[config.mk]
export PLATFORM = sky130hd
export DESIGN_NAME = uart_tx_scheduler
export DESIGN_NICKNAME = d
export VERILOG_FILES = /design/src/rtl/hangman_pkg.sv /design/src/rtl/uart_tx_scheduler_char_fifo.sv /design/src/rtl/uart_tx_scheduler.sv
export SDC_FILE = /design/constraint.sdc
export NUM_CORES = 1
export LEC_CHECK = 0
export CAP_MARGIN = 15
export CORE_MARGIN = 2
export CORE_UTILIZATION = 65
export CTS_BUF_LIST = sky130_fd_sc_hd__clkbuf_4 sky130_fd_sc_hd__clkbuf_8 sky130_fd_sc_hd__clkbuf_16
export DETAILED_ROUTE_END_ITERATION = 10
export DONT_BUFFER_PORTS = 1
export PLACE_DENSITY_LB_ADDON = 0.3
export SYNTH_ARGS = -nofsm -noshare
export SYNTH_HDL_FRONTEND = slang
export SYNTH_SLANG_ARGS = --single-unit
export TNS_END_PERCENT = 30
[constraint.sdc]
create_clock -name clk -period 6.05 [get_ports clk]
set_input_delay 1.815 -clock clk [delete_from_list [all_inputs] [get_ports clk]]
set_output_delay 1.815 -clock clk [all_outputs]
set_load 0.02 [all_outputs]
[src/rtl/hangman_pkg.sv]
`default_nettype none
// ---------------------------------------------------------------------------
// hangman_pkg : shared types and default byte codes for the UART scheduler
// Revision    : 1.0
// ---------------------------------------------------------------------------
package hangman_pkg;

  typedef enum logic [1:0] {
    IDLE      = 2'd0,
    LOAD      = 2'd1,
    WAIT_LOW  = 2'd2,
    WAIT_HIGH = 2'd3
  } tx_sched_state_t;

  localparam logic [7:0] WORD_CODE_DEF = 8'h23;
  localparam logic [7:0] END_CODE_DEF  = 8'h21;

endpackage
`default_nettype wire

[src/rtl/uart_tx_scheduler_char_fifo.sv]
`default_nettype none
// ---------------------------------------------------------------------------
// char_fifo : synchronous FIFO with push/pop/flush; dout shows the head entry
// Revision  : 1.0
// ---------------------------------------------------------------------------
module char_fifo #(
  parameter int DEPTH = 4,
  parameter int WIDTH = 8
) (
  input  logic                     clk,
  input  logic                     nRst,
  input  logic                     push,
  input  logic                     pop,
  input  logic                     flush,
  input  logic [WIDTH-1:0]         din,
  output logic [WIDTH-1:0]         dout,
  output logic                     full,
  output logic                     empty,
  output logic [$clog2(DEPTH):0]   count
);

  localparam int            AW      = $clog2(DEPTH);
  localparam logic [AW:0]   C_DEPTH = (AW+1)'(DEPTH);
  localparam logic [AW-1:0] C_PINC  = {{(AW-1){1'b0}}, 1'b1};
  localparam logic [AW:0]   C_CINC  = {{AW{1'b0}}, 1'b1};

  logic [WIDTH-1:0] r_mem [DEPTH];
  logic [AW-1:0]    r_wr_ptr;
  logic [AW-1:0]    r_rd_ptr;
  logic [AW:0]      r_count;
  logic             w_do_push;
  logic             w_do_pop;

  assign empty     = (r_count == '0);
  assign full      = (r_count == C_DEPTH);
  assign count     = r_count;
  assign dout      = r_mem[r_rd_ptr];
  assign w_do_pop  = pop & ~empty & ~flush;
  // A full FIFO still accepts a push when the head leaves in the same cycle
  assign w_do_push = push & (~full | w_do_pop) & ~flush;

  always_ff @(posedge clk or negedge nRst) begin
    if (!nRst) begin
      r_wr_ptr <= '0;
      r_rd_ptr <= '0;
      r_count  <= '0;
    end else if (flush) begin
      r_wr_ptr <= '0;
      r_rd_ptr <= '0;
      r_count  <= '0;
    end else begin
      if (w_do_push) r_wr_ptr <= r_wr_ptr + C_PINC;
      if (w_do_pop)  r_rd_ptr <= r_rd_ptr + C_PINC;
      case ({w_do_push, w_do_pop})
        2'b10:   r_count <= r_count + C_CINC;
        2'b01:   r_count <= r_count - C_CINC;
        default: r_count <= r_count;
      endcase
    end
  end

  always_ff @(posedge clk) begin
    if (w_do_push) r_mem[r_wr_ptr] <= din;
  end

endmodule
`default_nettype wire

[src/rtl/uart_tx_scheduler.sv]
`default_nettype none
// ---------------------------------------------------------------------------
// uart_tx_scheduler : shares the UART transmitter between letters, word-submit
//                     markers and the game-end code, pacing bytes on txready
// Revision          : 1.0
// ---------------------------------------------------------------------------
module uart_tx_scheduler
  import hangman_pkg::*;
#(
  parameter int         DEPTH     = 4,
  parameter logic [7:0] WORD_CODE = WORD_CODE_DEF,
  parameter logic [7:0] END_CODE  = END_CODE_DEF,
  parameter int         TIMEOUT   = 15
) (
  input  logic       clk,
  input  logic       nRst,
  input  logic       letter_valid,
  input  logic [7:0] letter_data,
  input  logic       word_submit,
  input  logic       game_end,
  input  logic       txready,
  output logic [7:0] txdata,
  output logic       txclk,
  output logic       busy,
  output logic       fifo_full,
  output logic [3:0] drop_cnt
);

  localparam int                   CW         = $clog2(DEPTH) + 1;
  localparam logic [CW-1:0]        C_DEPTH    = CW'(DEPTH);
  localparam logic [3:0]           C_TMO_LAST = 4'(TIMEOUT - 1);

  tx_sched_state_t r_state;
  tx_sched_state_t w_state_nxt;
  logic            r_word_pend;
  logic            r_end_pend;
  logic [3:0]      r_tcnt;
  logic [3:0]      r_drop_cnt;
  logic [7:0]      r_txdata;

  logic            w_launch;
  logic            w_fifo_push;
  logic            w_fifo_pop;
  logic            w_fifo_full;
  logic            w_fifo_empty;
  logic [7:0]      w_fifo_din;
  logic [7:0]      w_fifo_dout;
  logic [CW-1:0]   w_fifo_count;
  logic            w_space;
  logic            w_letter_req;
  logic            w_word_push;
  logic            w_drop;

  // A game_end cycle only flushes; launching waits until end_pend is visible
  assign w_launch     = (r_state == IDLE) & txready & ~game_end &
                        (r_end_pend | ~w_fifo_empty);
  assign w_fifo_pop   = w_launch & ~r_end_pend;
  assign w_space      = ~w_fifo_full | w_fifo_pop;
  assign w_letter_req = letter_valid & ~game_end;
  assign w_word_push  = r_word_pend & ~letter_valid & ~game_end & w_space;
  assign w_fifo_push  = w_letter_req | w_word_push;
  assign w_fifo_din   = letter_valid ? letter_data : WORD_CODE;
  assign w_drop       = w_letter_req & ~w_space;

  char_fifo #(
    .DEPTH (DEPTH),
    .WIDTH (8)
  ) u_fifo (
    .clk   (clk),
    .nRst  (nRst),
    .push  (w_fifo_push),
    .pop   (w_fifo_pop),
    .flush (game_end),
    .din   (w_fifo_din),
    .dout  (w_fifo_dout),
    .full  (w_fifo_full),
    .empty (w_fifo_empty),
    .count (w_fifo_count)
  );

  always_comb begin
    w_state_nxt = r_state;
    case (r_state)
      IDLE:      if (w_launch) w_state_nxt = LOAD;
      LOAD:      w_state_nxt = WAIT_LOW;
      WAIT_LOW: begin
        if (!txready)                 w_state_nxt = WAIT_HIGH;
        else if (r_tcnt == C_TMO_LAST) w_state_nxt = IDLE;
      end
      WAIT_HIGH: if (txready) w_state_nxt = IDLE;
      default:   w_state_nxt = IDLE;
    endcase
  end

  always_ff @(posedge clk or negedge nRst) begin
    if (!nRst) begin
      r_state     <= IDLE;
      r_word_pend <= 1'b0;
      r_end_pend  <= 1'b0;
      r_tcnt      <= '0;
      r_drop_cnt  <= '0;
      r_txdata    <= '0;
    end else begin
      r_state <= w_state_nxt;

      if (r_state == LOAD)                      r_tcnt <= '0;
      else if (r_state == WAIT_LOW && txready)  r_tcnt <= r_tcnt + 4'd1;

      if (w_launch) r_txdata <= r_end_pend ? END_CODE : w_fifo_dout;

      if (game_end)          r_word_pend <= 1'b0;
      else if (word_submit)  r_word_pend <= 1'b1;
      else if (w_word_push)  r_word_pend <= 1'b0;

      if (game_end)                     r_end_pend <= 1'b1;
      else if (w_launch && r_end_pend)  r_end_pend <= 1'b0;

      if (w_drop && r_drop_cnt != 4'hF) r_drop_cnt <= r_drop_cnt + 4'd1;
    end
  end

  assign txclk     = (r_state == LOAD);
  assign busy      = (r_state != IDLE);
  assign txdata    = r_txdata;
  assign fifo_full = (w_fifo_count == C_DEPTH);
  assign drop_cnt  = r_drop_cnt;

endmodule
`default_nettype wire

---- After elaboration in Yosys (flattened, before gate mapping) ----
Memories as Yosys holds them, arrays and structs flattened.
Cells that the tools add are included.
storage, ports and cells
  register bits ........................... 27
  bits in writable memories ............... 32
  input bits .............................. 14
  output and inout bits ................... 15
  memories kept ........................... 1
memory list
  name          depth  width  rd ports  clocked after memory_dff  wr ports  RTL line                           RTL
  u_fifo.r_mem  4      8      1         0                         1         uart_tx_scheduler_char_fifo.sv:27  logic [WIDTH-1:0] r_mem [DEPTH];
cells by class
  $add $sub $neg .......................... 6
  eq/ne operators ......................... 11
  muxes and demuxes ....................... 22
  bitwise logic cells ..................... 23
  reductions and logical operators ........ 13
operator list
  kind                                                              count
  2-bit 2-to-1 mux                                                  8
  8-bit 2-to-1 mux                                                  2
  1-bit bitwise AND                                                 13
  2-bit nonzero test                                                5
  4-bit by 1-bit adder with 4-bit output (second input constant)    2
  4-bit 2-to-1 mux                                                  2
  2-bit case mux with 4 select lines                                1
  1-bit 2-to-1 mux                                                  7
  2-bit == test (second input constant)                             3
  1-bit NOT                                                         6
  3-bit case mux with 2 select lines                                1
  3-bit nonzero test                                                2
  2-bit by 1-bit adder with 2-bit output (second input constant)    2
  2-bit by 1-bit == test with 1-bit output (second input constant)  2
  4-bit == test (second input constant)                             1
  2-bit inequality test (second input constant)                     2
  4-bit inequality test (second input constant)                     1
  1-bit OR                                                          4
  3-bit by 1-bit adder with 3-bit output (second input constant)    1
  3-bit == test (second input constant)                             1
  1-bit logical AND                                                 3
  3-bit logical NOT                                                 1
  3-bit 2-to-1 mux                                                  1
  3-bit inequality test (second input constant)                     1
  3 further kinds                                                   3

---- Depth between registers and ports, before layout ----
Gate-level depths: netlist of the first run.
  depth in word-level cells ............... 13
  mapped depth ............................ 7
  mapped depth without buffers ............ 6

---- Modules after synthesis ----
From an unflattened synthesis of the first run, not the netlist that was laid out.
unflattened totals
  cells, all modules ...................... 212
  area total of the unflattened synthesis .. 2827.7 µm²
by module, submodules not included
  module             times used  cells each  area each (µm²)  sequential area each (µm²)
  char_fifo          1           106         1755.4           1136.1
  uart_tx_scheduler  1           106         1072.3           500.5

---- Least setup slack after synthesis of the first run ----
Ideal clock, no wire load.
  path kind ............................... input to register
  from .................................... input port txready
  to ...................................... register u_fifo.r_count[1] (netlist: u_fifo.count[1])
  library setup time ...................... 0.136 ns
  data arrival time ....................... 3.320 ns
  required time ........................... 5.914 ns
  slack ................................... 2.593 ns
  stages .................................. 6
  path buffers ............................ 1
  cell sequence ........................... or4b_1 -> buf_6 -> nor4_2 -> fa_1 -> o21ai_1 -> a21oi_1
on the way
  longest elaborated chain between the ends .. 12
RTL lines
  what                                                                              RTL line                                                    RTL
  start, declared                                                                   uart_tx_scheduler.sv:21                                     input logic txready,
  1-bit bitwise AND (*) (3 in series)                                               uart_tx_scheduler.sv:55                                     assign w_launch = (r_state == IDLE) & txready & ~game_end &
  1-bit bitwise AND (*)                                                             uart_tx_scheduler.sv:57                                     assign w_fifo_pop = w_launch & ~r_end_pend;
  1-bit OR / 1-bit bitwise AND (equally long branches)                              uart_tx_scheduler.sv:58, uart_tx_scheduler_char_fifo.sv:38
  1-bit bitwise AND, on equally long branches                                       uart_tx_scheduler.sv:60, uart_tx_scheduler_char_fifo.sv:38
  1-bit OR, on equally long branches                                                uart_tx_scheduler.sv:61, uart_tx_scheduler_char_fifo.sv:40
  1-bit bitwise AND (2 in series)                                                   uart_tx_scheduler_char_fifo.sv:40                           assign w_do_push = push & (~full | w_do_pop) & ~flush;
  2-bit by 1-bit == test with 1-bit output / 2-bit == test (equally long branches)  uart_tx_scheduler_char_fifo.sv:54                           case ({w_do_push, w_do_pop})
  3-bit case mux with 2 select lines                                                uart_tx_scheduler_char_fifo.sv:54
  3-bit 2-to-1 mux                                                                  uart_tx_scheduler_char_fifo.sv:47                           end else if (flush) begin
  end signal, assigned                                                              uart_tx_scheduler_char_fifo.sv:55                           2'b10: r_count <= r_count + C_CINC;
  end signal, assigned                                                              uart_tx_scheduler_char_fifo.sv:56                           2'b01: r_count <= r_count - C_CINC;
  end signal, assigned                                                              uart_tx_scheduler_char_fifo.sv:57                           default: r_count <= r_count;
  end, declared                                                                     uart_tx_scheduler_char_fifo.sv:30                           logic [AW:0] r_count;
Every way passes the cells marked *; elsewhere a longest branch is shown, timed or not.
A chain may end at the register's enable or synchronous reset.

---- Worst setup path after layout of the first run ----
  from .................................... input port txready
  to ...................................... register u_fifo.r_count[2] (netlist: u_fifo.count[2])
Same word-level chain as after synthesis.

==> impl_metrics.csv, run 1 <==
group,metric,value,unit
synth,synth_area,2730,um^2
clock_network,cts_buffers,9,
clock_network,cts_tree,"yes",
grt,grt_max_degree,28,
sta,period_needed,3440,ps
final_layout,num-fill-cells,245,
drt,routedWlPerCell,18.2,um
final_layout,drive_above_1_share,16.9,%
drt,drt_iter0_markers,178,
synth,synth.top_cells.by_area,"edfxtp_1 35%, dfrtp_1 25%, mux4_2 6.6%",
grt,grt_pass1_wl,7650,um
sta,worstMarginPinSlew,871,ps
grt,busiest_layer,"met2",
synth,synth_cells,203,
place,port_buffers,0,
drt,drc,0,
clock_network,cts_hold_buf,0,
place,place_congestion,0.792,
grt,met2_usage,33.5,%
sta,skew,6.24,ps
drt,routed_via_density,6.27,
outcome,outcome,"complete, no violations",
synth,yosysWarningCount,0,
grt,grt_usage,23.4,%
floorplan,die_w,68.8,um
floorplan,io_pins,29,
grt,antenna_found_initial,0,
clock_network,htreeDepth,3,
critical_path,crit_type,"in -> reg",
synth,async_flop_share,45.8,%
sta,max_freq,291,MHz
clock_network,clockBufferDepth,2,
floorplan,rows,23,
grt,met1_usage,32.7,%
critical_path,endpoint_kind,"flip-flop",
power,finalPower,0.00105,W
critical_path,start_kind,"primary input",
critical_path,required,6290,ps
clock_network,cts_root_buffer,"clkbuf_8",
floorplan,start_util,67.8,%
synth,synth_common_cells,"32 x edfxtp_1, 27 x dfrtp_1, 12 x o21ai_0, 11 x and2_1",
clock_network,clock_sinks,59,
grt,grt_pass1_vias,1563,
floorplan,die_h,68.8,um
final_layout,diodes,0,
clock_network,post_cts_buffers,0,
power,p_leak,1.14,nW
clock_network,cts_repair_resize_count,0,
synth,synth_largest_area_cell,"edfxtp_1",
final_layout,utilization,73.4,%
job,maxCapViolations,0,
synth,synth_fp_nets,225,
place,dp_cells,241,
clock_network,clk-insertion-delay-late,340,ps
synth,synth_edf_count,32,
sta,fin_crit_sh,56.9,%
synth,synth_top_area_share,35.2,%
sta,finalSetupViolCount,0,
drt,drtPass1Iterations,4,
sta,max_slew_margin,41.3,%
synth,synth_cell_types,49,
sta,timing.setup.tns,0,ps
critical_path,crit_fanout,11,
clock_network,clkTransAtPathRegs,60,ps
grt,overflow,0,
floorplan,design.core.area,4030,um^2
place,dp_hpwl,3350,um
hold_path,worst_hold_path_type,"reg -> reg",
drt,postRouteAntennaNets,0,
grt,gr-usage-met3,7.47,%
sta,finalHoldViolCount,0,
final_layout,final-instance-count-excl-fill,257,
synth,synth_flop_cell,"edfxtp_1",
final_layout,area_growth,8.30,%
sta,maxSlewViolCount,0,
sta,rsz0062_at_grt,"false",
critical_path,arrival,3690,ps
floorplan,die_area,4730,um^2
synth,ys_seq_elements,59,
final_layout,nets,224,
synth,syn_area_per_cell,13.4,um^2
power,power_density,354,nW/um^2
power,irDropWorstVdd,223,uV
drt,routed-via-count,1612,
synth,synth_most_common_cell,"edfxtp_1",
synth,ys_seq_area_share,59.9,%
drt,wl,4670,um
[worst paths after layout]
path                              from              end  slack, ps  cells after the start
min in group asynchronous         nRst        txdata[7]       1170                      0
max in group asynchronous         nRst      drop_cnt[2]       4800                      0
min reg2reg                r_word_pend      r_word_pend        550                      2
min                        r_word_pend      r_word_pend        550                      2
max                            txready  u_fifo.count[2]       2610                      6
max reg2reg                 r_state[1]  u_fifo.count[2]       3410                      6
[kinds of logic after synthesis]
family / after synthesis / synth area share [%]
simple gates: 59 / 13.6
flops: 59 / 59.9
compound gates: 40 / 9.90
buf+inv: 21 / 3.30
mux: 10 / 7.38
fa+ha+maj: 8 / 3.94
xor+xnor: 6 / 1.92
[cell usage in the layout (no fill, tap or decap), types with 2 or more instances in the layout]
| master | instances |
|---|---|
| edfxtp_1 | 32 |
| dfrtp_1 | 27 |
| o21ai_0 | 12 |
| and2_1 | 11 |
| inv_1 | 9 |
| nor2_1 | 9 |
| clkbuf_8 | 9 |
| a21oi_1 | 8 |
| mux4_2 | 8 |
| ha_1 | 7 |
| nand3_1 | 6 |
| a22o_1 | 6 |
| nand2_1 | 5 |
| xnor2_1 | 5 |
| nor3_1 | 4 |
| nand2b_1 | 3 |
| or2_2 | 3 |
| and3_1 | 3 |
| o211ai_1 | 3 |
| nor4_1 | 3 |
| nor4b_2 | 2 |
| clkinvlp_4 | 2 |
| bufinv_16 | 2 |
[metrics by stage]
| stage | setup WS, ps | area (um^2) | hold slack, ps |
|---|---|---|---|
| after floorplan | 2590 | 2730 | 527 |
| after global placement | 2430 | 2740 | 536 |
| after detailed placement | 2290 | 2740 | 546 |
| after CTS | 2630 | 2960 | 554 |
| after global routing | 2480 | 2960 | 608 |
| final | 2610 | 2960 | 550 |
[metal layers]
metal,share of wire [%],wire [um]
met1,46,2160
met2,48,2230
met3,4.9,229
met4,1.0,49
met5,0,0
[registers in the layout (all words and copies together) (netlist names)]
name	flops
drop_cnt	4
r_end_pend	1
r_state	2
r_tcnt	4
r_word_pend	1
txdata	8
u_fifo.count	3
u_fifo.r_mem	32
u_fifo.r_rd_ptr	2
u_fifo.r_wr_ptr	2
[power breakdown]
part | switching (W) | total [W] | internal [W]
registers | 0.0000690 | 0.000535 | 0.000466
logic | 0.0000686 | 0.000118 | 0.0000497
clock network | 0.000157 | 0.000394 | 0.000237
total | 0.000295 | 0.00105 | 0.000752
[final cells by class]
| type | instances | area (um^2) | area share, % |
|---|---|---|---|
| Clock buffer | 10 | 131 | 4.44 |
| Sequential cell | 59 | 1640 | 55.4 |
| Inverter | 9 | 33.8 | 1.14 |
| Clock inverter | 6 | 88.8 | 3.00 |
| Multi-Input combinational cell | 123 | 1000 | 33.9 |
| Tap cell | 50 | 62.6 | 2.12 |
[worst max-delay path, cell delays in order]
cell     delay (ps)
or4b_1          680
nor4_2          410
fa_1            320
and2_1          140
o21ai_0          90
a31oi_1         230
Note: power is estimated with default switching activity, not from simulation.
==> inputs of run 2 (changes only) <==
Settings changed: CORE_UTILIZATION 65 to 56.
Clock period 6.05 ns to 2.8 ns, I/O delays scaled along.
==> impl_metrics.csv, run 2 (synthesis results as in run 1) <==
group,metric,value,unit
outcome,outcome,"complete, no violations",
final_layout,num-fill-cells,345,
grt,antenna_found_initial,0,
critical_path,arrival,1510,ps
final_layout,utilization,62.9,%
drt,routedWlPerCell,18.2,um
critical_path,crit_type,"reg -> out",
drt,drtPass1Iterations,4,
drt,wl,5040,um
critical_path,endpoint_kind,"output pin",
clock_network,htreeDepth,3,
clock_network,cts_repair_resize_count,0,
sta,skew,9.49,ps
floorplan,die_h,73.8,um
critical_path,crit_slowest_cell,"or3b_1",
sta,finalSetupViolCount,0,
critical_path,path_cells,"or3b_1 -> inv_1",
grt,busiest_layer,"met1",
final_layout,top_register,"u_fifo.r_mem",
sta,fin_crit_sh,83.8,%
hold_path,worst_hold_path_type,"in -> async",
floorplan,rows,25,
grt,grt_max_degree,28,
drt,routed-via-count,1662,
sta,worstMarginPinSlew,925,ps
critical_path,cpLargestDelayFamily,"simple AND/OR/NAND/NOR gates",
grt,grt_pass1_vias,1585,
critical_path,required,1960,ps
critical_path,start_kind,"flip-flop",
floorplan,io_pins,29,
job,maxCapViolations,0,
clock_network,clkTransAtPathRegs,70,ps
critical_path,cp.buffers_inverters,1,
drt,routed_via_density,6.00,
clock_network,post_cts_buffers,0,
clock_network,cts_tree,"yes",
final_layout,largest_reg_flops,32,
sta,finalHoldViolCount,0,
final_layout,drive_above_1_share,18.1,%
grt,met1_usage,29.4,%
power,power_density,729,nW/um^2
drt,drc,0,
critical_path,crit_fanout,9,
final_layout,mostFrequentLayoutCell,"edfxtp_1",
place,place_congestion,0.844,
final_layout,diodes,0,
final_layout,nets,227,
grt,grt_pass1_wl,8030,um
final_layout,area_growth,8.89,%
sta,max_freq,426,MHz
power,p_leak,1.15,nW
sta,period_needed,2350,ps
drt,postRouteAntennaNets,0,
grt,gr-usage-met3,7.68,%
floorplan,die_w,73.8,um
grt,overflow,0,
clock_network,clock_sinks,59,
floorplan,start_util,57.8,%
final_layout,final_cell_mix,"32 x edfxtp_1, 27 x dfrtp_1, 12 x o21ai_0",
clock_network,cts_root_buffer,"clkbuf_8",
grt,met2_usage,28.5,%
place,dp_hpwl,3540,um
floorplan,design.core.area,4720,um^2
sta,maxSlewViolCount,0,
sta,rsz0062_at_grt,"false",
drt,drt_iter0_markers,161,
clock_network,clockBufferDepth,2,
critical_path,max_stage_delay,500,ps
clock_network,cts_hold_buf,0,
power,irDropWorstVdd,312,uV
sta,timing.setup.tns,0,ps
clock_network,clk-insertion-delay-late,330,ps
grt,grt_usage,21.0,%
floorplan,die_area,5450,um^2
place,port_buffers,0,
sta,max_slew_margin,37.6,%
clock_network,cts_buffers,9,
run 2: stage by stage:
| step | hold slack, ps | std cells | total power, W | area, um^2 | setup slack, ps |
|---|---|---|---|---|---|
| global route | 163 | 277 | 0.00229 | 2970 | 325 |
| finish | 197 | 277 | 0.00217 | 2970 | 452 |
| global placement | 534 | 261 | 0.00142 | 2780 | 415 |
| CTS | 179 | 277 | 0.00219 | 2970 | 442 |
| floorplan | 527 | 203 | 0.00137 | 2730 | 318 |
| detailed placement | 545 | 261 | 0.00144 | 2780 | 317 |
run 2: layout make-up:
| class | count | area, um^2 | area share, % |
|---|---|---|---|
| clock inverters | 5 | 53.8 | 1.81 |
| multi-input cells | 123 | 1000 | 33.8 |
| clock buffers | 11 | 139 | 4.67 |
| repair buffers | 3 | 22.5 | 0.758 |
| well taps | 67 | 83.8 | 2.82 |
| flip-flops and latches | 59 | 1640 | 55.1 |
| inverters | 9 | 33.8 | 1.14 |
run 2: power breakdown:
part / switching [W] / internal (W)
Clock: 0.000321 / 0.000427
Sequential: 0.000151 / 0.00101
Combinational: 0.000148 / 0.000114
run 2: path summary, 6_finish.rpt:
kind / startpoint / endpoint / slack [ps] / depth (start not counted)
setup / recovery: u_fifo.count[0] / fifo_full / 450 / 2
hold / removal: nRst / txdata[3] / 200 / 0
setup reg to reg: r_state[1] / u_fifo.count[2] / 460 / 6
hold reg to reg: r_word_pend / r_word_pend / 550 / 2
max in group asynchronous: nRst / drop_cnt[3] / 2520 / 0
min in group clk: r_word_pend / r_word_pend / 550 / 2
run 2: worst reg2reg max path: cells and delay by family (launching register included):
| kind | cells | cell delay (ps) |
|---|---|---|
| compound gates | 2 | 250 |
| flops | 1 | 540 |
| simple gates | 3 | 1140 |
| fa+ha+maj | 1 | 320 |
run 2: metal layers:
layer	up-vias	routed length, um
met2	76	2350
met3	8	454
met5	-	0
met4	0	70
met1	814	2160
li1	764	-
==> inputs of run 3 (changes only) <==
Clock period 2.8 ns to 2 ns, I/O delays scaled along.
==> impl_metrics.csv, run 3 (synthesis results as in run 1) <==
group,metric,value,unit
clock_network,clock_sinks,59,
drt,postRouteAntennaNets,0,
critical_path,r2r_slack,60,ps
critical_path,crit_type,"reg -> reg",
place,dp_hpwl,3550,um
drt,routed_via_density,5.96,
clock_network,htreeDepth,3,
place,dp_cells,275,
sta,period_needed,1940,ps
power,finalPower,0.00302,W
clock_network,cts_root_buffer,"clkbuf_8",
drt,routedWlPerCell,18.3,um
sta,max_slew_margin,32.9,%
final_layout,area_growth,15.4,%
critical_path,start_kind,"flip-flop",
clock_network,post_cts_buffers,0,
outcome,outcome,"complete, no violations",
clock_network,clk-insertion-delay-late,330,ps
power,irDropWorstVdd,411,uV
grt,antenna_found_initial,0,
floorplan,io_pins,29,
final_layout,final-instance-count-excl-fill,292,
job,maxCapViolations,0,
power,power_density,959,nW/um^2
critical_path,crit_fanout,4,
drt,drtPass1Iterations,5,
sta,finalSetupViolCount,0,
critical_path,endpoint_kind,"flip-flop",
grt,overflow,0,
drt,drc,0,
clock_network,clockBufferDepth,2,
grt,grt_max_degree,28,
sta,maxSlewViolCount,0,
sta,finalHoldViolCount,0,
clock_network,cts_tree,"yes",
drt,drt_iter0_markers,101,
final_layout,final_cell_mix,"32 x edfxtp_1, 26 x dfrtp_1, 14 x buf_4",
floorplan,die_h,73.8,um
final_layout,top_register,"u_fifo.r_mem",
place,place_area,2950,um^2
final_layout,diodes,0,
critical_path,rr_startpoint,"r_end_pend",
floorplan,die_area,5450,um^2
hold_path,worst_hold_path_type,"in -> async",
critical_path,cp-endpoint,"u_fifo.count[1]",
critical_path,reg2reg_to,"u_fifo.count[1]",
floorplan,rows,25,
final_layout,mostFrequentLayoutCell,"edfxtp_1",
critical_path,required,2220,ps
grt,grt_pass1_wl,8480,um
final_layout,largest_reg_flops,32,
sta,worstMarginPinSlew,995,ps
final_layout,nets,242,
floorplan,start_util,57.8,%
drt,routed-via-count,1739,
final_layout,final_cell_area,3150,um^2
drt,wl,5350,um
clock_network,clkTransAtPathRegs,70,ps
place,place_congestion,0.826,
critical_path,startpoint,"r_end_pend",
sta,fin_crit_sh,97.1,%
grt,grt_usage,21.8,%
critical_path,rr_worst_depth,5,
final_layout,drive_above_1_share,27.6,%
power,p_leak,1.24,nW
clock_network,cts_buffers,9,
floorplan,design.core.area,4720,um^2
sta,max_freq,515,MHz
sta,timing.setup.tns,0,ps
place,port_buffers,0,
grt,grt_pass1_vias,1736,
sta,whs,82.8,ps
sta,skew,8.97,ps
sta,rsz0062_at_grt,"true",
floorplan,die_w,73.8,um
critical_path,arrival,2160,ps
==> run 3: layout make-up <==
type,count,area [um^2]
fillers,356,1570
inverters,9,33.8
repair buffers,18,185
clock inverters,4,18.8
flip-flops and latches,59,1640
multi-input cells,123,1050
clock buffers,12,146
well taps,67,83.8
==> run 3: worst min-delay path by stage <==
| stage | to | slack [ps] | from |
|---|---|---|---|
| after floorplan | drop_cnt[0] | 300 | nRst |
| after global placement | txdata[1] | 310 | nRst |
| after detailed placement | txdata[1] | 310 | nRst |
| after CTS | r_tcnt[3] | 80 | nRst |
| after global routing | txdata[5] | 80 | nRst |
| final | r_tcnt[3] | 80 | nRst |
==> run 3: report_power, final <==
part,internal (W),switching [W],total (W)
Clock,0.000480,0.000429,0.000909
Combinational,0.000228,0.000308,0.000536
Sequential,0.00141,0.000168,0.00158
Total,0.00212,0.000905,0.00302
==> run 3: layer usage <==
metal	GRT usage (%)	wire length [um]	up-vias	share of wire [%]
li1	-	-	795	-
met1	27.1	2220	884	41
met2	35.1	2800	50	52
met3	5.35	260	10	4.9
met4	11.9	72	0	1.3
met5	0	0	-	0
==> run 3: through the flow <==
step	util (%)	worst slack [ps]
2_1_floorplan	-	-126
3_3_place_gp	62.5	-14.8
3_5_place_dp	62.5	-33.3
4_1_cts	66.5	2.29
5_1_grt	66.7	-34.0
6_report	66.7	57.7
==> run 3: worst max-delay path, cell delays in order, from the launching register on <==
cell and delay [ps]:
dfrtp_1 430, or4b_4 580, nor4_4 200, fa_2 490, o21ai_2 70, a21oi_2 60
==> run 3: repair_timing <==
action,4_1_cts,5_1_grt
endpoints found under the hold margin,27,0
pin swaps,0,1
endpoints found under the setup margin,1,5
gates resized for setup,2,4
hold buffers,1,0
